--- src/rtl/fifo_ctrl_pkg.sv ---
// Shared definitions for the FIFO controller: default geometry, thresholds and
// the error-cause encoding used by checkers.
package fifo_ctrl_pkg;

  localparam int FIFO_DATA_W    = 4;
  localparam int FIFO_ADDR_W    = 3;
  localparam int FIFO_AF_THRESH = 6;
  localparam int FIFO_AE_THRESH = 2;

  function automatic int fifo_depth(input int addr_w);
    return 1 << addr_w;
  endfunction

  typedef enum logic [1:0] {
    ERR_NONE      = 2'd0,
    ERR_OVERFLOW  = 2'd1,
    ERR_UNDERFLOW = 2'd2,
    ERR_BOTH      = 2'd3
  } err_cause_e;

endpackage

--- src/rtl/fifo_ptr.sv ---
// Wrapping ADDR_W-bit pointer with increment enable; wraps via natural overflow.
module fifo_ptr
  import fifo_ctrl_pkg::*;
#(
  parameter int ADDR_W = FIFO_ADDR_W
) (
  input  logic              clk,
  input  logic              reset_L,
  input  logic              inc_i,
  output logic [ADDR_W-1:0] ptr_o
);

  logic [ADDR_W-1:0] ptr_q;
  logic [ADDR_W-1:0] ptr_d;

  always_comb begin
    ptr_d = ptr_q;
    if (inc_i) ptr_d = ptr_q + ADDR_W'(1);
  end

  always_ff @(posedge clk) begin
    if (!reset_L) ptr_q <= '0;
    else          ptr_q <= ptr_d;
  end

  assign ptr_o = ptr_q;

endmodule

--- src/rtl/fifo_ctrl.sv ---
// Sequencing controller for a dual-port FIFO RAM: strobes, pointers, occupancy,
// flags and a sticky error. FIFO_CTRL_THRESH_CFG_EN adds runtime threshold ports.
module fifo_ctrl
  import fifo_ctrl_pkg::*;
#(
  parameter int DATA_W    = FIFO_DATA_W,
  parameter int ADDR_W    = FIFO_ADDR_W,
  parameter int AF_THRESH = FIFO_AF_THRESH,
  parameter int AE_THRESH = FIFO_AE_THRESH
) (
  input  logic              clk,
  input  logic              reset_L,
  input  logic              push,
  input  logic [DATA_W-1:0] data_in,
  input  logic              pop,
  output logic              ram_we,
  output logic [ADDR_W-1:0] ram_waddr,
  output logic [DATA_W-1:0] ram_wdata,
  output logic              ram_re,
  output logic [ADDR_W-1:0] ram_raddr,
  input  logic [DATA_W-1:0] ram_rdata,
  output logic [DATA_W-1:0] data_out,
  output logic              valid_out,
  output logic              full,
  output logic              empty,
  output logic              almost_full,
  output logic              almost_empty,
  output logic [ADDR_W:0]   fifo_count,
  output logic              error
`ifdef FIFO_CTRL_THRESH_CFG_EN
  ,
  input  logic [ADDR_W:0]   af_thresh,
  input  logic [ADDR_W:0]   ae_thresh
`endif
);

  localparam int DEPTH = fifo_depth(ADDR_W);
  localparam int CNT_W = ADDR_W + 1;

  logic [ADDR_W-1:0] wr_ptr;
  logic [ADDR_W-1:0] rd_ptr;
  logic              push_ok;
  logic              pop_ok;
  logic [CNT_W-1:0]  af_thr;
  logic [CNT_W-1:0]  ae_thr;

  logic [CNT_W-1:0]  count_q, count_d;
  logic              full_q, full_d;
  logic              empty_q, empty_d;
  logic              af_q, af_d;
  logic              ae_q, ae_d;
  logic              valid_q;
  logic              error_q, error_d;

`ifdef FIFO_CTRL_THRESH_CFG_EN
  assign af_thr = af_thresh;
  assign ae_thr = ae_thresh;
`else
  assign af_thr = CNT_W'(AF_THRESH);
  assign ae_thr = CNT_W'(AE_THRESH);
`endif

  // A write while full is only legal when the same cycle also drains a word.
  always_comb begin
    pop_ok  = pop & ~empty_q;
    push_ok = push & (~full_q | pop_ok);

    count_d = count_q;
    if (push_ok && !pop_ok)      count_d = count_q + CNT_W'(1);
    else if (!push_ok && pop_ok) count_d = count_q - CNT_W'(1);

    full_d  = (count_d == CNT_W'(DEPTH));
    empty_d = (count_d == '0);
    af_d    = (count_d >= af_thr);
    ae_d    = (count_d <= ae_thr);
    error_d = error_q | (push & ~push_ok) | (pop & empty_q);
  end

  always_ff @(posedge clk) begin
    if (!reset_L) begin
      count_q <= '0;
      full_q  <= 1'b0;
      empty_q <= 1'b1;
      af_q    <= 1'b0;
      ae_q    <= 1'b1;
      valid_q <= 1'b0;
      error_q <= 1'b0;
    end else begin
      count_q <= count_d;
      full_q  <= full_d;
      empty_q <= empty_d;
      af_q    <= af_d;
      ae_q    <= ae_d;
      valid_q <= pop_ok;
      error_q <= error_d;
    end
  end

  fifo_ptr #(.ADDR_W(ADDR_W)) u_wr_ptr (
    .clk     (clk),
    .reset_L (reset_L),
    .inc_i   (push_ok),
    .ptr_o   (wr_ptr)
  );

  fifo_ptr #(.ADDR_W(ADDR_W)) u_rd_ptr (
    .clk     (clk),
    .reset_L (reset_L),
    .inc_i   (pop_ok),
    .ptr_o   (rd_ptr)
  );

  assign ram_we       = push_ok;
  assign ram_waddr    = wr_ptr;
  assign ram_wdata    = data_in;
  assign ram_re       = pop_ok;
  assign ram_raddr    = rd_ptr;
  assign data_out     = ram_rdata;
  assign valid_out    = valid_q;
  assign full         = full_q;
  assign empty        = empty_q;
  assign almost_full  = af_q;
  assign almost_empty = ae_q;
  assign fifo_count   = count_q;
  assign error        = error_q;

endmodule

--- config.mk ---
export PLATFORM = sky130hd
export DESIGN_NAME = fifo_ctrl
export DESIGN_NICKNAME = d
export VERILOG_FILES = /design/src/rtl/fifo_ctrl_pkg.sv /design/src/rtl/fifo_ptr.sv /design/src/rtl/fifo_ctrl.sv
export SDC_FILE = /design/constraint.sdc
export NUM_CORES = 1
export LEC_CHECK = 0
export ABC_CLOCK_PERIOD_IN_PS = 2800
export CAP_MARGIN = 20
export CORE_MARGIN = 2
export CORE_UTILIZATION = 29
export CTS_CLUSTER_DIAMETER = 40
export DETAILED_ROUTE_END_ITERATION = 16
export GPL_TIMING_DRIVEN = 0
export PLACE_DENSITY_LB_ADDON = 0.1
export SLEW_MARGIN = 20
export SYNTH_ARGS = -nofsm -noshare
export SYNTH_HDL_FRONTEND = slang
export SYNTH_SLANG_ARGS = --single-unit
--- constraint.sdc ---
create_clock -name clk -period 2.8 [get_ports clk]
set_input_delay 0.84 -clock clk [delete_from_list [all_inputs] [get_ports clk]]
set_output_delay 0.84 -clock clk [all_outputs]
set_load 0.05 [all_outputs]
==> results.cfg <==
[grt]
grt_use_total_pct = 10.4
grt_max_degree = 11
antenna_found_initial = 0
grt_pass1_wl_um = 2610
grt_pass1_vias = 580
gr-total-overflow = 0

[synthesis]
syn-mean-instance-area_um2 = 10.4
synth_fp_nets = 95
async_flop_share_pct = 0
ys_seq_area_share_pct = 39.0
syn_inst = 79
synth_flop_cell = dfxtp_1
synth_edf_count = 0
synth_cell_types = 35
netlist_area_um2 = 821
ys_warn_count = 0
ys_ff_latch = 16

[cts]
root_buffer = clkbuf_4
cts_made_buffers = 3
clockBufferDepth = 2
cts.sinks = 16
cts_max_level = 1
postCtsHoldBufs = 0
clock_latency_ns = 0.28
clkTransAtPathRegs_ns = 0.09
tritoncts = built

[setup_path]
r2r_start = fifo_count[0]
critPathMaxFanout = 7
endpoint_kind = output pin
required_ns = 1.96
crit_path_start_kind = input pin
worstPathArrival_ns = 1.88
r2r-end = almost_empty
r2r_cells = 5
worstSetupPathType = input pin to output pin
reg2reg_slack_ns = 1.04

[power]
pwr_density_cell_nw_per_um2 = 689
ir_drop_uv = 389
p_leak_nw = 0.493

[floorplanning]
die-width_um = 57.2
fp.dieH_um = 57.2
die_area_um2 = 3270
ioPinCount = 38
start_util_pct = 30.0
fp-row-count = 19
core_um2 = 2730

[sta]
slew_viol_final = 0
hold_viol = 0
rsz0062_at_grt = false
timing.final.crit_period_ns = 2.72
worst_pin_slew_ns = 0.504
holdWs_ns = 0.478
fin_crit_sh_pct = 97.2
finalSetupViolations = 0
finClkSkew_ns = 0.000872
fmax_ghz = 0.367
slew_headroom_pct = 66.3

[drt]
vias_per_cell = 4.47
drt_iter0_markers = 9
wirelength_um = 1550
antenna_left = 0
wl_per_cell_um = 10.7
route.detailed.drc = 0
drt_pass1_iterations = 4
vias = 643

[finish]
syn2layout_area_growth_pct = 47.1
final_cells = 144
num_antenna_cells = 0
drive_gt1_share_pct = 23.0
final_util_pct = 44.2
fin_nets = 130

[min_path]
hold_start = error
worstHoldEndpoint = error
min_path_type = register to register
hold_path_depth = 1

[outcome]
outcome = completed

[place]
gp_congestion = 0.755
dp_cells = 139
dp_hpwl_um = 1240
io_buffers = 29

[run]
drv_cap = 0
-- kinds of logic (layout without fill, tap and decap cells) --
group	after synthesis	in the layout	synth area share, %
flip-flops	16	16	39.0
AO/OA/AOI/OAI	13	13	12.2
AND/OR/NAND/NOR	25	25	22.6
XOR/XNOR	5	5	5.34
buffers and inverters	13	47	10.5
adder cells (fa/ha/maj)	4	4	6.10
multiplexers	3	3	4.27
-- critical path: stages --
cell             delay [ns]
clkdlybuf4s50_1        0.51
nand2b_1               0.08
buf_6                  0.14
a21boi_4               0.14
buf_6                  0.17
-- synth_stat cells, drive strengths merged (2+ instances only) --
cell / number / area, um2
dfxtp: 16 / 320
buf: 9 / 71.3
and2: 8 / 52.6
nand2: 5 / 18.8
a21oi: 4 / 20.0
ha: 4 / 50.1
xnor2: 4 / 35.0
inv: 3 / 11.3
a211oi: 2 / 20.0
a21boi: 2 / 15.0
mux2i: 2 / 23.8
nand2b: 2 / 12.5
nor3b: 2 / 31.3
-- metrics by stage --
step	total power, W	instance area [um2]	worst slack, ns	TNS, ns
finish	0.000832	1210	0.0771	0
global route	0.000879	1210	0.00552	0
CTS	0.000844	1200	0.0521	0
detailed placement	0.000683	1150	-0.861	-1.40
global placement	0.000680	1150	-0.854	-1.39
floorplan	0.000571	821	0.0106	0
-- sequential cells by signal, indices dropped and copies added (netlist names) --
signal,flops
valid_out,1
error,1
u_rd_ptr.ptr_o,3
full,1
almost_full,1
empty,1
almost_empty,1
u_wr_ptr.ptr_o,3
fifo_count,4
-- routing by layer --
layer	wire length [um]	share of wire, %	GRT usage (%)
met5	0	0	0
met4	10	0.65	2.99
met3	112	7.2	4.76
met2	787	51	16.3
met1	634	41	13.0
-- how the worst max path moves through the flow --
stage	from	to	slack, ns	cells past startpoint
CTS	pop	ram_re	0.05	5
finish	pop	ram_we	0.08	5
global route	pop	ram_re	0.006	5
floorplan	pop	ram_we	0.01	3
detailed placement	pop	ram_we	-0.86	5
global placement	pop	ram_we	-0.85	5
-- power breakdown --
group | switching (W) | total, W | internal [W]
combinational | 0.000234 | 0.000385 | 0.000151
sequential | 0.0000343 | 0.000295 | 0.000261
clock | 0.0000721 | 0.000151 | 0.0000791
-- layout by cell type (no fill, tap or decap) --
master,netlist,final
nor3_1,1,1
mux2i_1,1,1
nor2_1,1,1
xor2_1,1,1
nand2_1,5,5
a211oi_2,1,1
xnor2_1,4,4
a211oi_1,1,1
mux2i_2,1,1
nand2b_1,2,2
o21ai_0,1,1
a32oi_1,1,1
ha_1,4,4
buf_6,1,3
nor4b_4,1,1
a21boi_4,0,1
a21boi_0,1,1
nor3b_4,1,1
nor4_1,1,1
mux2_2,1,1
clkbuf_1,1,1
o21a_1,1,1
inv_1,3,3
and2b_1,1,1
or3_1,1,1
buf_4,8,9
clkdlybuf4s50_1,0,27
a41oi_2,1,1
clkbuf_4,0,3
a21oi_1,4,4
and2_4,1,1
nor3b_2,1,1
and2_1,7,7
nor2b_1,1,1
dfxtp_1,16,16
and3_4,1,1
clkbuf_8,0,1
a21o_1,1,1
-- final cells by class --
cell class                      count  area, um2
Inverter                            3       11.3
Buffer                             10       75.1
Fill cell                         267       1530
Multi-Input combinational cell     50        425
Timing Repair Buffer               30        300
Tap cell                           31       38.8
Clock buffer                        4       36.3
Sequential cell                    16        320
-- timing repair --
action | in CTS | in global routing
setup endpoints to repair | 2 | 1
gates cloned | 0 | 0
pin swaps | 1 | 0
gates resized for setup | 15 | 1
endpoints found under the hold margin | 0 | 0
buffers inserted | 1 | 0
No activity file was read; power rests on OpenSTA's default activity.
